==> config.mk <==
export PLATFORM = sky130hd
export DESIGN_NAME = mul_seq_64
export DESIGN_NICKNAME = d
export VERILOG_FILES = /design/src/rtl/armv8_pkg.sv /design/src/rtl/CLA_64bit.sv /design/src/rtl/mul_seq_64.sv
export SDC_FILE = /design/constraint.sdc
export NUM_CORES = 1
export LEC_CHECK = 0
export BUFFER_PORTS_ARGS = -buffer_cell sky130_fd_sc_hd__buf_2
export CAP_MARGIN = 40
export CORE_MARGIN = 4
export CORE_UTILIZATION = 50
export DETAILED_ROUTE_END_ITERATION = 16
export GPL_TIMING_DRIVEN = 0
export PLACE_DENSITY = 0.8
export SETUP_SLACK_MARGIN = 0.05
export SYNTH_ARGS = -nofsm -noshare
export SYNTH_HDL_FRONTEND = slang
export SYNTH_HIERARCHICAL = 1
export SYNTH_SLANG_ARGS = --single-unit
==> constraint.sdc <==
create_clock -name clock -period 3.5 [get_ports clock]
set_clock_uncertainty 0.2 [all_clocks]
set_input_delay 0.175 -clock clock [delete_from_list [all_inputs] [get_ports clock]]
set_output_delay 0.175 -clock clock [all_outputs]
set_load 0.005 [all_outputs]
==> src/rtl/armv8_pkg.sv <==
// Shared ARMv8 datapath constants: multiplier state encoding and iteration bound.
package armv8_pkg;

  localparam logic [1:0] MUL_IDLE = 2'd0;
  localparam logic [1:0] MUL_RUN  = 2'd1;
  localparam logic [1:0] MUL_DONE = 2'd2;

  localparam logic [5:0] MUL_ITER_LAST = 6'd63;

endpackage

==> src/rtl/CLA_64bit.sv <==
// 64-bit carry-lookahead adder: 4-bit lookahead groups chained by group generate/propagate.
module CLA_64bit (
  output logic [63:0] F,
  output logic        C_out,
  input  logic [63:0] A,
  input  logic [63:0] B,
  input  logic        C_in
);

  localparam int unsigned GROUPS = 16;

  logic [63:0] g;
  logic [63:0] p;
  logic        carry;
  logic        c1;
  logic        c2;
  logic        c3;
  logic        gg;
  logic        pg;

  assign g = A & B;
  assign p = A ^ B;

  always_comb begin
    F     = '0;
    carry = C_in;
    c1    = 1'b0;
    c2    = 1'b0;
    c3    = 1'b0;
    gg    = 1'b0;
    pg    = 1'b0;
    for (int k = 0; k < int'(GROUPS); k++) begin
      c1 = g[4*k] | (p[4*k] & carry);
      c2 = g[4*k+1] | (p[4*k+1] & g[4*k]) | (p[4*k+1] & p[4*k] & carry);
      c3 = g[4*k+2] | (p[4*k+2] & g[4*k+1]) | (p[4*k+2] & p[4*k+1] & g[4*k])
         | (p[4*k+2] & p[4*k+1] & p[4*k] & carry);
      gg = g[4*k+3] | (p[4*k+3] & g[4*k+2]) | (p[4*k+3] & p[4*k+2] & g[4*k+1])
         | (p[4*k+3] & p[4*k+2] & p[4*k+1] & g[4*k]);
      pg = &p[4*k +: 4];
      F[4*k +: 4] = p[4*k +: 4] ^ {c3, c2, c1, carry};
      carry = gg | (pg & carry);
    end
    C_out = carry;
  end

endmodule

==> src/rtl/mul_seq_64.sv <==
// Sequential unsigned 64x64->128 shift-add multiplier; one CLA_64bit add per cycle, 65-cycle latency.
module mul_seq_64
  import armv8_pkg::*;
#(
  parameter int unsigned WIDTH = 64
) (
  input  logic             clock,
  input  logic             reset,
  input  logic             start,
  input  logic [WIDTH-1:0] A,
  input  logic [WIDTH-1:0] B,
  output logic             busy,
  output logic             done,
  output logic [WIDTH-1:0] P_lo,
  output logic [WIDTH-1:0] P_hi
);

  logic [1:0]         state;
  logic [1:0]         state_next;
  logic               accept;
  logic [WIDTH-1:0]   m;
  logic [WIDTH-1:0]   acc;
  logic [WIDTH-1:0]   q;
  logic [5:0]         cnt;
  logic [WIDTH-1:0]   addend;
  logic [WIDTH-1:0]   sum;
  logic               carry;
  logic [2*WIDTH-1:0] shifted;

  // Next-state logic; encoding 2'd3 falls back to IDLE.
  always_comb begin
    state_next = state;
    accept     = 1'b0;
    case (state)
      MUL_IDLE: begin
        if (start) begin
          state_next = MUL_RUN;
          accept     = 1'b1;
        end
      end
      MUL_RUN: begin
        if (cnt == MUL_ITER_LAST) state_next = MUL_DONE;
      end
      MUL_DONE: begin
        if (start) begin
          state_next = MUL_RUN;
          accept     = 1'b1;
        end else begin
          state_next = MUL_IDLE;
        end
      end
      default: state_next = MUL_IDLE;
    endcase
  end

  assign addend = q[0] ? m : '0;

  CLA_64bit u_cla (sum, carry, acc, addend, 1'b0);

  // Adder result plus the multiplier tail form the 129-bit right shift of {C_out, F, Q}.
  assign shifted = {carry, sum, q[WIDTH-1:1]};

  always_ff @(posedge clock) begin
    if (reset) begin
      state <= MUL_IDLE;
      busy  <= 1'b0;
      done  <= 1'b0;
    end else begin
      state <= state_next;
      busy  <= (state_next == MUL_RUN);
      done  <= (state_next == MUL_DONE);
    end
  end

  always_ff @(posedge clock) begin
    if (reset) begin
      m    <= '0;
      acc  <= '0;
      q    <= '0;
      cnt  <= '0;
      P_lo <= '0;
      P_hi <= '0;
    end else if (accept) begin
      m   <= A;
      q   <= B;
      acc <= '0;
      cnt <= '0;
    end else if (state == MUL_RUN) begin
      {acc, q} <= shifted;
      cnt      <= cnt + 6'd1;
      if (state_next == MUL_DONE) {P_hi, P_lo} <= shifted;
    end
  end

endmodule
======== After elaboration in Yosys (flattened, before gate mapping) ========
Cells that the tools add are included.
storage, ports and cells
  input port bits ......................... 131
  output and inout port bits .............. 130
  register bits after elaboration ......... 330
  ROM bits ................................ 0
  memory bits (writable) .................. 0
  bits in latches ......................... 0
  memories kept ........................... 0
operators by class
  shift-type cells ........................ 0
  add/sub/neg operators ................... 1
  reduce and logical (&&, ||, !) cells .... 20
  divide/modulo/power cells ............... 0
  bitwise operators ....................... 409
  magnitude comparators ................... 0
  equal/unequal tests ..................... 5
  multiplexer cells ....................... 9
  $mul .................................... 0
operators by type and width
  kind                   number
  $and A1 B1 Y1          234
  $mux W64               3
  $or A1 B1 Y1           156
  $and A64 B64 Y64       1
  $xor A4 B4 Y4          16
  $xor A64 B64 Y64       1
  $reduce_and A4 Y1      15
  $add A6 B1 Y6 const B  1
  $eq A6 B6 Y1 const B   1
  $pmux W2 S3            1
  $eq A2 B1 Y1 const B   2
  $eq A2 B2 Y1 const B   2
  $mux W2                2
  $reduce_or A2 Y1       2
  $mux W1                3
  $reduce_and A3 Y1      1
  $logic_not A2 Y1       1
  $reduce_bool A2 Y1     1
  $not A1 Y1             1

======== Depth between registers and ports, before layout ========
Gate-level depths: netlist of run 1.
  word-level depth ........................ 37
  mapped depth ............................ 17

======== Hierarchy ========
Netlist of run 1, hierarchy kept.
by module, submodules not included
  module      times used  cells each  area an instance (sq um)
  mul_seq_64  1           1565        13472.9
  CLA_64bit   1           367         2929.1

======== Worst setup path after synthesis of run 1 ========
OpenSTA, ideal clock, no wires.
  path type ............................... flip-flop to flip-flop
  from .................................... reg q[0]
  to ...................................... reg P_hi[60]
  library setup time ...................... 116 ps
  data required time ...................... 3184 ps
  setup slack ............................. -129 ps
  clock period less this slack ............ 3629 ps
  data arrival time ....................... 3313 ps
  cell stages (with the launch flop) ...... 16
  path through ............................ dfxtp_1 > clkbuf_1 > clkbuf_1 > and2_1 > ha_1 > a21o_1 > a21o_1 > a221oi_2 > o211ai_2 > o21ba_2 > o211ai_2 > and2_4 > o21ai_0 > fa_1 > xor2_1 > a31o_1
RTL lines
  what                                                  RTL line                          source
  from (decl)                                           mul_seq_64.sv:23                  logic [WIDTH-1:0] q;
  from (signal assigned)                                mul_seq_64.sv:89                  {acc, q} <= shifted;
  $mux W64 *                                            mul_seq_64.sv:56                  assign addend = q[0] ? m : '0;
  net addend[33]                                        mul_seq_64.sv:25                  logic [WIDTH-1:0] addend;
  $and A64 B64 Y64 or $xor A64 B64 Y64 (tied branches)  CLA_64bit.sv:21, CLA_64bit.sv:22
  $and A1 B1 Y1 (on tied branches)                      CLA_64bit.sv:37, CLA_64bit.sv:38
  $or A1 B1 Y1 or $and A1 B1 Y1 (tied branches)         CLA_64bit.sv:37, CLA_64bit.sv:38
  $or A1 B1 Y1                                          CLA_64bit.sv:38                   | (p[4*k+3] & p[4*k+2] & p[4*k+1] & g[4*k]);
  $or A1 B1 Y1 *                                        CLA_64bit.sv:41                   carry = gg | (pg & carry);
  $and A1 B1 Y1 *                                       CLA_64bit.sv:41
  [... 7 more ...]                                      -
  $and A1 B1 Y1 *                                       CLA_64bit.sv:41
  $or A1 B1 Y1 *                                        CLA_64bit.sv:41
  $and A1 B1 Y1 *                                       CLA_64bit.sv:41
  $or A1 B1 Y1 *                                        CLA_64bit.sv:41
  $and A1 B1 Y1 *                                       CLA_64bit.sv:33                   c1 = g[4*k] | (p[4*k] & carry);
  $or A1 B1 Y1 *                                        CLA_64bit.sv:33
  $xor A4 B4 Y4 *                                       CLA_64bit.sv:40                   F[4*k +: 4] = p[4*k +: 4] ^ {c3, c2, c1, carry};
  net sum[61]                                           mul_seq_64.sv:26                  logic [WIDTH-1:0] sum;
  to (signal assigned)                                  mul_seq_64.sv:91                  if (state_next == MUL_DONE) {P_hi, P_lo} <= shifted;
  to (decl)                                             mul_seq_64.sv:15                  output logic [WIDTH-1:0] P_hi
Mark *: on every way through the listed nets, which the timed path passes. The rest lies on a longest branch.
A chain may end at the register's enable or synchronous reset.

======== Worst setup path after layout of run 1 ========
  from .................................... reg q[0]
  to ...................................... reg acc[32]
RTL lines
  what                                                  RTL line                          source
  $mux W64 *                                            mul_seq_64.sv:56
  net addend[13]                                        mul_seq_64.sv:25
  $and A64 B64 Y64 or $xor A64 B64 Y64 (tied branches)  CLA_64bit.sv:21, CLA_64bit.sv:22
  $and A1 B1 Y1 (on tied branches)                      CLA_64bit.sv:37, CLA_64bit.sv:38
  $or A1 B1 Y1 or $and A1 B1 Y1 (tied branches)         CLA_64bit.sv:37, CLA_64bit.sv:38
  $or A1 B1 Y1                                          CLA_64bit.sv:38
  $or A1 B1 Y1 *                                        CLA_64bit.sv:41
  $and A1 B1 Y1 *                                       CLA_64bit.sv:41
  [... 3 more ...]                                      -
  $and A1 B1 Y1 *                                       CLA_64bit.sv:41
  $or A1 B1 Y1 *                                        CLA_64bit.sv:41
  $and A1 B1 Y1 *                                       CLA_64bit.sv:41
  $or A1 B1 Y1 *                                        CLA_64bit.sv:41
  $and A1 B1 Y1 *                                       CLA_64bit.sv:33
  $or A1 B1 Y1 *                                        CLA_64bit.sv:33
  $xor A4 B4 Y4 *                                       CLA_64bit.sv:40
  net sum[33]                                           mul_seq_64.sv:26
  to (signal assigned)                                  mul_seq_64.sv:89
  to (decl)                                             mul_seq_64.sv:22                  logic [WIDTH-1:0] acc;
Marked as above.

==> results of run 1 <==
## flip-flops by register name, indices dropped and copies added, names as in the netlist
name	count
P_hi	64
P_lo	64
acc	64
busy	1
cnt	6
done	1
m	64
q	64
state	2
## metal layers
metal | vias to the layer above | routed length, um
li1 | 7820 | -
met1 | 8040 | 22000
met2 | 845 | 27300
met3 | 204 | 4850
met4 | 6 | 2790
met5 | - | 29
## placed cells by master (no fill, tap or decap), types with 21 or more instances in the layout
master                          instances
sky130_fd_sc_hd__dfxtp_1              329
sky130_fd_sc_hd__buf_2                328
sky130_fd_sc_hd__nand2_1              283
sky130_fd_sc_hd__inv_1                153
sky130_fd_sc_hd__nor3_1               134
sky130_fd_sc_hd__a21oi_1              133
sky130_fd_sc_hd__a311oi_1             128
sky130_fd_sc_hd__a31o_1               128
sky130_fd_sc_hd__dlygate4sd3_1        128
sky130_fd_sc_hd__clkbuf_1              73
sky130_fd_sc_hd__o22ai_1               64
sky130_fd_sc_hd__and2_1                50
sky130_fd_sc_hd__buf_4                 41
sky130_fd_sc_hd__clkbuf_16             40
sky130_fd_sc_hd__a21oi_2               32
sky130_fd_sc_hd__ha_1                  31
sky130_fd_sc_hd__ha_4                  31
sky130_fd_sc_hd__buf_6                 21
## layout make-up
type	instances	area [um^2]
Antenna cell	2	5.00
Buffer	173	927
Clock buffer	51	1110
Clock inverter	17	196
Fill cell	2463	10200
Inverter	155	582
Multi-Input combinational cell	1274	9320
Sequential cell	330	6610
Tap cell	442	553
Timing Repair Buffer	427	2920
## repair_timing
action                                  in CTS  in global routing
pin swaps                                   37                 88
setup buffers                               13                 26
hold buffers                               128                  0
gates cloned                                 2                  0
resized for setup                           61                146
endpoints found under the setup margin      97                 84
hold endpoints to repair                   128                  0
## path summary, 6_finish.rpt
kind / end / slack [ps] / start / cells past startpoint
worst max-delay path: acc[32] / -280 / q[0] / 18
worst min-delay path: cnt[4] / 60 / start / 4
worst max register to register: acc[32] / -280 / q[0] / 18
worst min register to register: m[9] / 250 / m[9] / 2
## cells by family (layout without fill, tap and decap cells)
logic type	count (synthesis)	in the layout	synth area share (%)
other cells	1	5	0.0229
fa+ha+maj	81	81	6.91
xor+xnor	43	43	2.30
simple gates	574	574	16.4
buf+inv	330	823	8.89
mux	3	3	0.183
compound gates	570	570	25.0
flops	330	330	40.3
## worst max-delay path, delay by kind of cell, from the launching register on
family                     cells  cell delay [ps]
AOI/OAI and AO/OA              5              950
buffers and inverters          5              760
adders and majority gates      2              600
DFF                            1              360
and+or+nand+nor                5              630
xor gates and xnor gates       1              210
## power by group through the flow
| stage | registers (mW) | clock network, mW | logic, mW |
|---|---|---|---|
| after CTS | 3.98 | 4.18 | 0.979 |
| after detailed placement | 4.06 | 0 | 0.836 |
| after floorplan | 4.03 | 0 | 0.543 |
| after global routing | 4.00 | 4.36 | 1.13 |
| after global placement | 4.06 | 0 | 0.811 |
| final | 3.99 | 4.15 | 1.05 |
## metrics by stage
stage / instances / util [%] / total power, mW
floorplan: 1934 / - / 4.57
global placement: 2635 / 56.4 / 4.87
detailed placement: 2637 / 56.5 / 4.90
CTS: 2847 / 65.6 / 9.14
global route: 2870 / 68.5 / 9.49
finish: 2871 / 68.5 / 9.19
==> run summary, run 1 <==
The run finished, with violations left. The final reports fail on negative setup slack. The type of the worst min-delay path is input port to register. In the synthesized netlist, the cells that appear most often are 330 x sky130_fd_sc_hd__dfxtp_1, 287 x sky130_fd_sc_hd__nand2_1, 167 x sky130_fd_sc_hd__a21oi_1, 154 x sky130_fd_sc_hd__inv_1, 136 x sky130_fd_sc_hd__nor3_1. For the worst setup path, the data arrival time is 4030 ps. Global routing used 5.92% of the available met3 tracks. Setup repair after global routing could not meet its margin everywhere. The detail route stage leaves a number of antenna-violating nets equal to 0.

The first routing iteration left 1562 violations. For this run, the leading register cell type out of synthesis is sky130_fd_sc_hd__dfxtp_1. No sink is reached through more buffers than the 3 on the longest clock path.

For the share of total power in sequential cells, the log shows 43.4%. The region available for standard cell placement spans 32500 um^2. For the placed wire-length estimate after detailed placement, the log shows 37600 um. The tools report the library cell used as clock root buffer as sky130_fd_sc_hd__clkbuf_16.

In this run the cell area of the synthesized design comes to 16400 um^2. Number of global-route vias before repair: 16426. After the last flow step, the layout net total stands at 2610. The tools report the final-report max-slew violation count as 0.

The total congestion overflow after global routing is 0. The share of layout cells above drive strength 1 was 25.7%; the number of flops mapped to enable cells by yosys was 0. The share of the Yosys chip area taken by registers is 40.3%. The slowest stage of the critical path belongs to the cell sky130_fd_sc_hd__dfxtp_4. The later pin in the worst-skew pair is clocked with a latency of 540 ps. The logs give 0 for the total DRC errors in the routed layout and 35.7% for the met1 routing resource usage after global routing. The switching power of the nets was 2.35 mW; the internal power consumption was 6.84 mW. For the worst slew margin relative to its limit, the log shows 56.3%. The floorplan has 66 rows. The number of warnings reported in the yosys synthesis log is 6.

After clock tree synthesis, the clock-pin slew on the worst setup and hold paths is 60 ps. Measured along the x axis, the die boundary spans 189 um. Using the TritonRoute via totals, the vias-per-cell ratio works out to 5.89. The maximum clock rate was 265 MHz. In this run the most used layer during global routing was met2.

The critical-path maximum fanout was 6; the switching share of power was 25.6%. The count of distinct cell types in the synthesized netlist was 67; the final estimated routing congestion in global placement was 0.899. Dividing the final minimum period by the clock period gives 108%. The run gives 0 as the number of max-cap violations.

The required time of the critical path was 3750 ps; the mean area per synthesized cell was 8.49 um^2. The clock network power share is 45.2%, and the total number of vias is 16915. The fraction of post-synthesis cell area in the top cell type by area is 40.3%. Once the floorplan was initialized, standard cells occupied 50.5% of the core.

The first global-routing pass estimated 85500 um of wire. The overall die area is 35800 um^2. The run gives -277 ps as the final critical-path setup slack. The power density of the placed cells was 414 nW/um^2.

The run gives 1932 as the number of cells produced by synthesis. After detailed routing, the average wire length per cell comes to 19.9 um. The fraction of registers with async set or reset after synthesis was 0%. In this run the vertical extent of the chip is 189 um. The start-to-end type of the worst setup path was register to register. IR analysis of the VDD net gives a maximum drop of 0.000314 V. The initial antenna violation count is 4. Wires add up to 57000 um. On the final layout, the worst hold slack is 56.7 ps.

The worst setup path is launched from a register. The global routing met2 resource utilization came out at 49.1%. The critical path goes through clkbuf_16, buf_8, and2_4, ha_4, nand4_1, buf_4, o22ai_4, a22oi_2, buf_4, nand2_4, o211ai_1, nand2_1, a21oi_2, inv_1, fa_2, xor2_2, nand2_1, a21oi_2.

STA classifies the critical path endpoint as a register. For the finished layout, the period the worst path requires is 3780 ps. The count of input and output buffers works out to 259.

The largest stage delay on the critical path came out at 360 ps. Actual slew at the worst max-slew pin: 656 ps. TritonCTS built the clock tree. During I/O placement, the number of pins put on the boundary was 261. Summing all non-filler instances in the final layout gives an area of 22200 um^2. The tools report the number of clock sinks seen by CTS as 330. The logs give 11.4% for the portion of total power attributed to combinational logic and 9.07 nW for the standby leakage power. Buffers inserted during clock tree synthesis total 37. Across every metal layer, demand over resource in global routing totals 29.0%.

The total placed instance area is 18300 um^2. The most instantiated library cell after synthesis was sky130_fd_sc_hd__dfxtp_1. Setup violations remaining at the end of the flow were counted as 65.

For the sum of negative setup slack, the log shows -8450 ps. In this run the number of H-tree levels came out at 2. By area the synthesized netlist is led by sky130_fd_sc_hd__dfxtp_1 40%, sky130_fd_sc_hd__a311oi_1 6.8%, sky130_fd_sc_hd__a31o_1 6.8%, sky130_fd_sc_hd__nand2_1 6.6%, sky130_fd_sc_hd__a21oi_1 5.1%. Cell accounting for the most synthesized area: sky130_fd_sc_hd__dfxtp_1. The number of synthesized register bits was 330. The number of hold-slack violations in the final timing report is 0, and the area added between synthesis and finish is 35.5%. The first TritonRoute pass finished after 6 iterations. Entering global routing, the biggest net connects 15 pins. The run gives -818 ps as the post-placement setup slack.
Power figures use the tool's default switching activity.
==> run 2: changes to the inputs <==
- clock period: 3.5 -> 3.4 ns (I/O delays scaled with it)
==> run summary, run 2 (synthesized netlist as in run 1, its figures left out) <==
The run finished, with violations left. The checks that failed: negative setup slack. The maximum resistive drop on vdd is 0.000358 V (+14%). For the net total in the final layout, the log shows 2607 (-0.11%). The critical path is of the register to register type.

The maximum number of pins on one net before global-route repair is 13 (-2). The run gives 66 (unchanged) as the standard-cell row count. The run gives 1187 (-24%) as the number of DRC markers after the initial detailed-route iteration.

The total number of vias was 16607 (-1.8%). The global router's overall resource usage came out at 28.9% (-0.12 points). The logs give 3 (unchanged) for the maximum number of buffers from clock root to sink and 32500 um^2 (unchanged) for the standard cell core area. The top cell types in the final layout, fill and taps aside, are 329 x sky130_fd_sc_hd__dfxtp_1, 327 x sky130_fd_sc_hd__buf_2, 280 x sky130_fd_sc_hd__nand2_1, 154 x sky130_fd_sc_hd__inv_1, 141 x sky130_fd_sc_hd__a21oi_1.

For the initial antenna violation count, the log shows 7 (+3). The tools report the required time of the critical path as 3610 ps (-140 ps). Library cell used as clock root buffer: sky130_fd_sc_hd__clkbuf_16.

The final-layout fill cell count is 2506 (+1.7%), and the worst reg-to-reg setup slack is -440 ps (-160 ps). The chip height was 189 um (unchanged); the power density of the placed cells was 423 nW/um^2 (+2.4%). The logs give 37800 um (+0.44%) for the placed wire-length estimate after detailed placement and 0 (unchanged) for the number of nets with antenna violations after detailed routing. The final-report max-slew violation count was 0 (unchanged); the share of layout cells above drive strength 1 was 24.1% (-1.6 points). The post-placement setup slack was -708 ps (+111 ps); the number of top-level pins was 261 (unchanged).

The final estimated routing congestion in global placement is 0.907 (+0.88%), and the detailed-route wire length is 54800 um (-4.0%). Setup repair after global routing could not meet its margin everywhere. The number of max-cap violations is 0 (unchanged). The area growth from synthesis to layout is 33.5%.

The number of clock sinks seen by CTS came out at 330 (unchanged). The share of the clock period used by the worst path after layout is 113% (+4.9 points), and the count of input and output buffers is 259 (unchanged). The run gives 0 (unchanged) as the total DRC errors in the routed layout.

For the count of endpoints failing setup in the final report, the log shows 71 (+9.2%). The horizontal die dimension works out to 189 um (unchanged). The initial standard-cell utilization of the core is 50.5% (unchanged), and the signal arrival time at the worst endpoint is 4040 ps (about the same).

The maximum clock rate was 261 MHz (-1.6%). The average wire per standard cell is 19.1 um (-3.9%), and the standby leakage power is 9.04 nW (-0.37%). The tools report the first-pass GRT wire length as 85700 um (+0.24%). The run gives 2 (unchanged) as the H-tree depth reported by CTS. The run gives 16734 (+1.9%) as the number of global-route vias before repair. The final critical path time including I/O delays and setup came out at 3840 ps (+59.8 ps). The most common cell after layout, fill and taps aside is sky130_fd_sc_hd__dfxtp_1. The worst slew margin relative to its limit came out at 53.4% (-2.9 points). The post-detailed-route via-to-cell ratio is 5.79 (-1.7%), and the overall die area is 35800 um^2 (unchanged). The min-delay analysis places its worst path in the category input port to register. Number of buffers created by CTS: 38 (+2.7%). TritonCTS built the clock tree. The final critical-path setup slack is -437 ps (-160 ps).

The clock slew at the register clock pins of the worst setup and hold paths was 60 ps (about the same); the utilization after layout was 67.5% (-0.99 points). The kind of start point of the critical path is a register. Latest clock arrival within the worst-skew pair: 520 ps (-20 ps).

The critical-path maximum fanout is 5 (-1), and the number of iterations in the first detailed-routing pass is 6 (unchanged). The sort of element at the end of the critical path was a register. The actual slew at the worst max-slew pin works out to 699 ps (+43.0 ps).

The total congestion overflow after global routing came out at 0 (unchanged). The number of hold-slack violations in the final timing report came out at 0 (unchanged).
[run 2: changes by cell type in the layout (fill, tap and decap cells not counted), moves of 4 or more]
cell / change
sky130_fd_sc_hd__a21oi_1: +8
sky130_fd_sc_hd__a21oi_2: -8
sky130_fd_sc_hd__and2_1: +6
sky130_fd_sc_hd__and2_4: -5
sky130_fd_sc_hd__buf_4: -4
sky130_fd_sc_hd__clkbuf_1: +8
sky130_fd_sc_hd__clkinv_2: -5
sky130_fd_sc_hd__ha_1: +14
sky130_fd_sc_hd__ha_4: -15
sky130_fd_sc_hd__nand2_2: +4
[run 2: worst max-delay path, cell delays in order, from the launching register on]
cell and delay, ps:
sky130_fd_sc_hd__dfxtp_4 370, sky130_fd_sc_hd__clkbuf_16 170, sky130_fd_sc_hd__buf_8 120, sky130_fd_sc_hd__and2_4 150, sky130_fd_sc_hd__ha_4 280, sky130_fd_sc_hd__nand4_1 220
sky130_fd_sc_hd__nor4_4 360, sky130_fd_sc_hd__nand4_1 190, sky130_fd_sc_hd__o211ai_2 310, sky130_fd_sc_hd__buf_4 180, sky130_fd_sc_hd__nor2_4 40, sky130_fd_sc_hd__o21ai_4 130
sky130_fd_sc_hd__a21o_1 140, sky130_fd_sc_hd__inv_1 50, sky130_fd_sc_hd__o21ai_2 140, sky130_fd_sc_hd__fa_2 480, sky130_fd_sc_hd__a31o_1 180
[run 2: timing repair]
action	4_1_cts	5_1_grt
endpoints found under the setup margin	94	87
gates cloned	1	2
hold endpoints to repair	128	0
pin swaps	45	44
setup buffers	17	13
hold buffers	128	0
gates resized for setup	79	79
[run 2: layer usage]
| layer | GRT usage [%] | vias to the layer above | share of wire, % |
|---|---|---|---|
| met3 | 5.97 | 159 | 7.8 |
| met1 | 35.9 | 7885 | 40 |
| li1 | - | 7817 | - |
| met5 | 0 | - | 0.053 |
| met4 | 11.5 | 4 | 4.3 |
| met2 | 49.2 | 742 | 48 |
[run 2: final cells by class]
cell class	count	area, um^2	area share, %
Sequential cell	330	6610	30.2
Clock inverter	7	87.6	0.400
Timing Repair Buffer	422	2880	13.2
Clock buffer	59	1160	5.31
Multi-Input combinational cell	1274	9080	41.4
Inverter	155	582	2.66
Antenna cell	5	12.5	0.0571
Tap cell	442	553	2.53
Buffer	174	930	4.24
[run 2: path summary, 6_finish.rpt]
path         depth (start not counted)   from        to
max                                 16   q[0]  P_hi[47]
min                                  4  start    cnt[3]
max reg2reg                         16   q[0]  P_hi[47]
min reg2reg                          2   m[3]      m[3]
[run 2: through the flow]
stage | std cells | total power [mW] | cell area, um^2 | TNS [ps] | hold WS, ps
5_1_grt | 2868 | 9.59 | 21900 | -22700 | 149
4_1_cts | 2848 | 9.26 | 21400 | -7340 | 54.6
3_5_place_dp | 2637 | 5.04 | 18400 | -23010 | 219
2_1_floorplan | 1934 | 4.71 | 16500 | 0 | 106
3_3_place_gp | 2635 | 5.01 | 18300 | -21180 | 212
6_report | 2868 | 9.27 | 21900 | -16550 | 76.8
[run 2: report_power, final]
group | internal, mW | total (mW) | switching, mW
Clock | 2.50 | 4.11 | 1.61
Combinational | 0.434 | 1.05 | 0.619
Sequential | 4.00 | 4.11 | 0.103
Total | 6.93 | 9.27 | 2.34
==> run 3: changes to the inputs <==
- CORE_UTILIZATION: 50 -> 25
- PLACE_DENSITY: 0.8 -> 0.48
==> run summary, run 3 (synthesized netlist as in run 1, its figures left out) <==
The number of iterations in the first detailed-routing pass came out at 5 (-1). The most common cell after layout, fill and taps aside is sky130_fd_sc_hd__dfxtp_1. The H-tree depth reported by CTS was 2 (unchanged). The maximum number of buffers from clock root to sink was 3 (unchanged).

The detailed-route wire length was 62400 um (+14%); the portion of total power attributed to combinational logic was 11.4% (about the same). For this design, the slowest cell found on the critical path is sky130_fd_sc_hd__dfxtp_4. Compared with the post-synthesis result, the final layout area differs by 39.6%. The tools report the source of the worst hold timing path as start.

The number of top-level pins was 261 (unchanged); the actual slew at the worst max-slew pin was 768 ps (+69.2 ps). Setup repair after global routing could not meet its margin everywhere. The placed wire-length estimate after detailed placement is 45500 um (+21%), and the initial standard-cell utilization of the core is 25.4% (-25 points). The run gives 45.5% (+1.1 points) as the clock network power share. The final-layout fill cell count was 6739 (+170%); the footprint of the flip-flops and latches was 6610 um^2 (unchanged). The maximum number of pins on one net before global-route repair was 13 (unchanged). The run finished, with violations left. The number of max-cap violations was 0 (unchanged); the chip height was 264 um (+40%). The checks that failed: negative setup slack. The final critical-path setup slack is -270 ps (+166 ps). The run gives 69800 um^2 (+95%) as the overall die area.

TritonCTS built the clock tree. For the sum of negative setup slack, the log shows -7020 ps (+9530 ps). The run gives 7.00 mW (+0.90%) as the internal power consumption. Number of DRC markers after the initial detailed-route iteration: 832 (-30%). The signal arrival time at the worst endpoint is 3930 ps (-110 ps), and the path depth of the worst reg2reg path is 17 (+1). The worst setup path is launched from a register. Traced cell by cell, the critical path runs through clkbuf_16, buf_8, and2_4, ha_4, buf_4, buf_4, nand2_4, o22ai_4, a22oi_2, a21oi_4, o21ba_4, o211ai_4, and2_4, o21ai_2, fa_2, xor2_1, a31o_1. Type of the worst min-delay path: input port to register.

The count of endpoints failing setup in the final report is 59 (-17%). STA classifies the critical path endpoint as a register. The library cell used as clock root buffer was sky130_fd_sc_hd__clkbuf_16. On the critical path the largest part of the delay comes from compound AO/OA/AOI/OAI gates. Number of global-route vias before repair: 16414 (-1.9%). The worst reg-to-reg setup slack is -270 ps (+170 ps), and the initial antenna violation count is 11 (+4). The worst hold path depth was 4 (unchanged). The critical-path maximum fanout came out at 6 (+1). Required time of the critical path: 3660 ps (+50 ps). The number of nets with antenna violations after detailed routing was 0 (unchanged). For hold timing, the worst endpoint is cnt[4]. The final estimated routing congestion in global placement is 0.833 (-8.2%), and the count of input and output buffers is 259 (unchanged).

The critical path buffer and inverter count is 4 (unchanged), and the minimum hold slack is 54.6 ps (-22.2 ps). The final critical path time including I/O delays and setup was 3670 ps (-166 ps). The multi-input combinational cell area was 9370 um^2 (+3.2%); the instance count after placement with tap cells included was 3049 (+16%). The final-report max-slew violation count is 0 (unchanged). The run gives 17.1% (-12 points) as the global router's overall resource usage. The total DRC errors in the routed layout is 0 (unchanged).

The post-detailed-route via-to-cell ratio is 4.86 (-16%). The standby leakage power was 9.19 nW (+1.6%); the maximum clock rate was 272 MHz (+4.5%). The share of the clock period used by the worst path after layout works out to 108% (-4.9 points).

The share of total power in sequential cells was 43.1% (-1.2 points); the share of layout cells above drive strength 1 was 25.8% (+1.6 points). The tools report the number of clock sinks seen by CTS as 330 (unchanged). Latest clock arrival within the worst-skew pair: 570 ps (+50 ps). The standard cell core area was 64700 um^2 (+99%). The power density of the placed cells is 416 nW/um^2 (-1.7%), and the net total in the final layout is 2622 (+0.58%).

The tools report the number of hold-slack violations in the final timing report as 0 (unchanged). Destination of the worst register-to-register timing path: P_hi[56]. The run gives -934 ps (-226 ps) as the post-placement setup slack. The library cells used most frequently in the layout, excluding fill and tap cells, are 329 x sky130_fd_sc_hd__dfxtp_1, 327 x sky130_fd_sc_hd__buf_2, 280 x sky130_fd_sc_hd__nand2_1, 152 x sky130_fd_sc_hd__inv_1, 136 x sky130_fd_sc_hd__a21oi_1. The run gives 41 (+7.9%) as the number of buffers created by CTS. The switching share of power was 26.5% (+1.3 points); the largest stage delay on the critical path was 360 ps (-120 ps). The clock slew at the register clock pins of the worst setup and hold paths was 60 ps (about the same). The standard-cell row count is 93 (+41%).

The start-to-end type of the worst setup path is register to register. The worst slew margin relative to its limit was 48.8% (-4.6 points); the total congestion overflow after global routing was 0 (unchanged). The first-pass GRT wire length was 95100 um (+11%).

The total chip power came out at 9.52 mW (+2.7%). The logs give 0.000296 V (-17%) for the maximum resistive drop on vdd and 3301 (+15%) for the post-layout instance count excluding filler cells. In this run the critical register-to-register path is launched from q[0]. The switching power of the nets was 2.53 mW (+8.2%). The horizontal die dimension is 264 um (+40%).

The total number of vias is 16032 (-3.5%), and the average wire per standard cell is 18.9 um (-1.1%).
## run 3: cell types whose count changed in the layout (fill, tap and decap cells not counted), moves of 5 or more
cell	previous run	this run
sky130_fd_sc_hd__buf_4	37	43
sky130_fd_sc_hd__ha_4	16	30
sky130_fd_sc_hd__a21oi_1	141	136
sky130_fd_sc_hd__buf_6	18	25
sky130_fd_sc_hd__ha_1	45	34
## run 3: final cells by class
| cell class | count | area share [%] |
|---|---|---|
| Multi-Input combinational cell | 1274 | 40.9 |
| Sequential cell | 330 | 28.9 |
| Timing Repair Buffer | 434 | 13.1 |
| Clock buffer | 66 | 5.38 |
| Tap cell | 855 | 4.67 |
| Buffer | 174 | 4.05 |
| Inverter | 155 | 2.54 |
| Clock inverter | 8 | 0.350 |
| Antenna cell | 5 | 0.0547 |
## run 3: worst max path at each step
stage	cells past startpoint	start	end	slack [ps]
finish	17	q[0]	P_hi[56]	-270
global route	15	q[0]	P_hi[59]	-390
CTS	14	q[0]	P_hi[59]	-390
detailed placement	15	q[0]	P_hi[47]	-930
global placement	15	q[0]	P_hi[47]	-940
floorplan	15	q[0]	P_hi[47]	70
## run 3: routing by layer
layer / vias up / routed length, um / global-route usage (%)
met1: 7715 / 27200 / 21.2
met5: - / 90 / 0
met2: 357 / 30000 / 29.6
li1: 7850 / - / -
met3: 96 / 3650 / 4.40
met4: 14 / 1470 / 4.70
## run 3: worst register-to-register path, stage by stage, from the launching register on
cell                        delay (ps)
sky130_fd_sc_hd__dfxtp_4           360
sky130_fd_sc_hd__clkbuf_16         170
sky130_fd_sc_hd__buf_8             130
sky130_fd_sc_hd__and2_4            140
sky130_fd_sc_hd__ha_4              210
sky130_fd_sc_hd__buf_4             140
sky130_fd_sc_hd__buf_4             140
sky130_fd_sc_hd__nand2_4            60
sky130_fd_sc_hd__o22ai_4            70
sky130_fd_sc_hd__a22oi_2           330
sky130_fd_sc_hd__a21oi_4           130
sky130_fd_sc_hd__o21ba_4           260
sky130_fd_sc_hd__o211ai_4          210
sky130_fd_sc_hd__and2_4            240
sky130_fd_sc_hd__o21ai_2            70
sky130_fd_sc_hd__fa_2              340
sky130_fd_sc_hd__xor2_1            180
sky130_fd_sc_hd__a31o_1            190
## run 3: power by group through the flow
stage	sequential (mW)	clock (mW)	combinational, mW
floorplan	4.15	0	0.561
global placement	4.18	0	0.887
detailed placement	4.19	0	0.902
CTS	4.10	4.46	1.07
global route	4.12	4.61	1.20
finish	4.10	4.34	1.08
## run 3: stage by stage
step | utilization, % | cell area (um^2)
2_1_floorplan | - | 16500
3_3_place_gp | 29.1 | 18900
3_5_place_dp | 29.2 | 18900
4_1_cts | 34.6 | 22400
5_1_grt | 35.4 | 22900
6_report | 35.4 | 22900
## run 3: what timing repair did
item	in CTS	in global routing
pin swaps	51	52
gates cloned	1	0
hold buffers	128	0
setup buffers	30	16
setup endpoints to repair	101	95
endpoints found under the hold margin	128	0
resized for setup	124	88
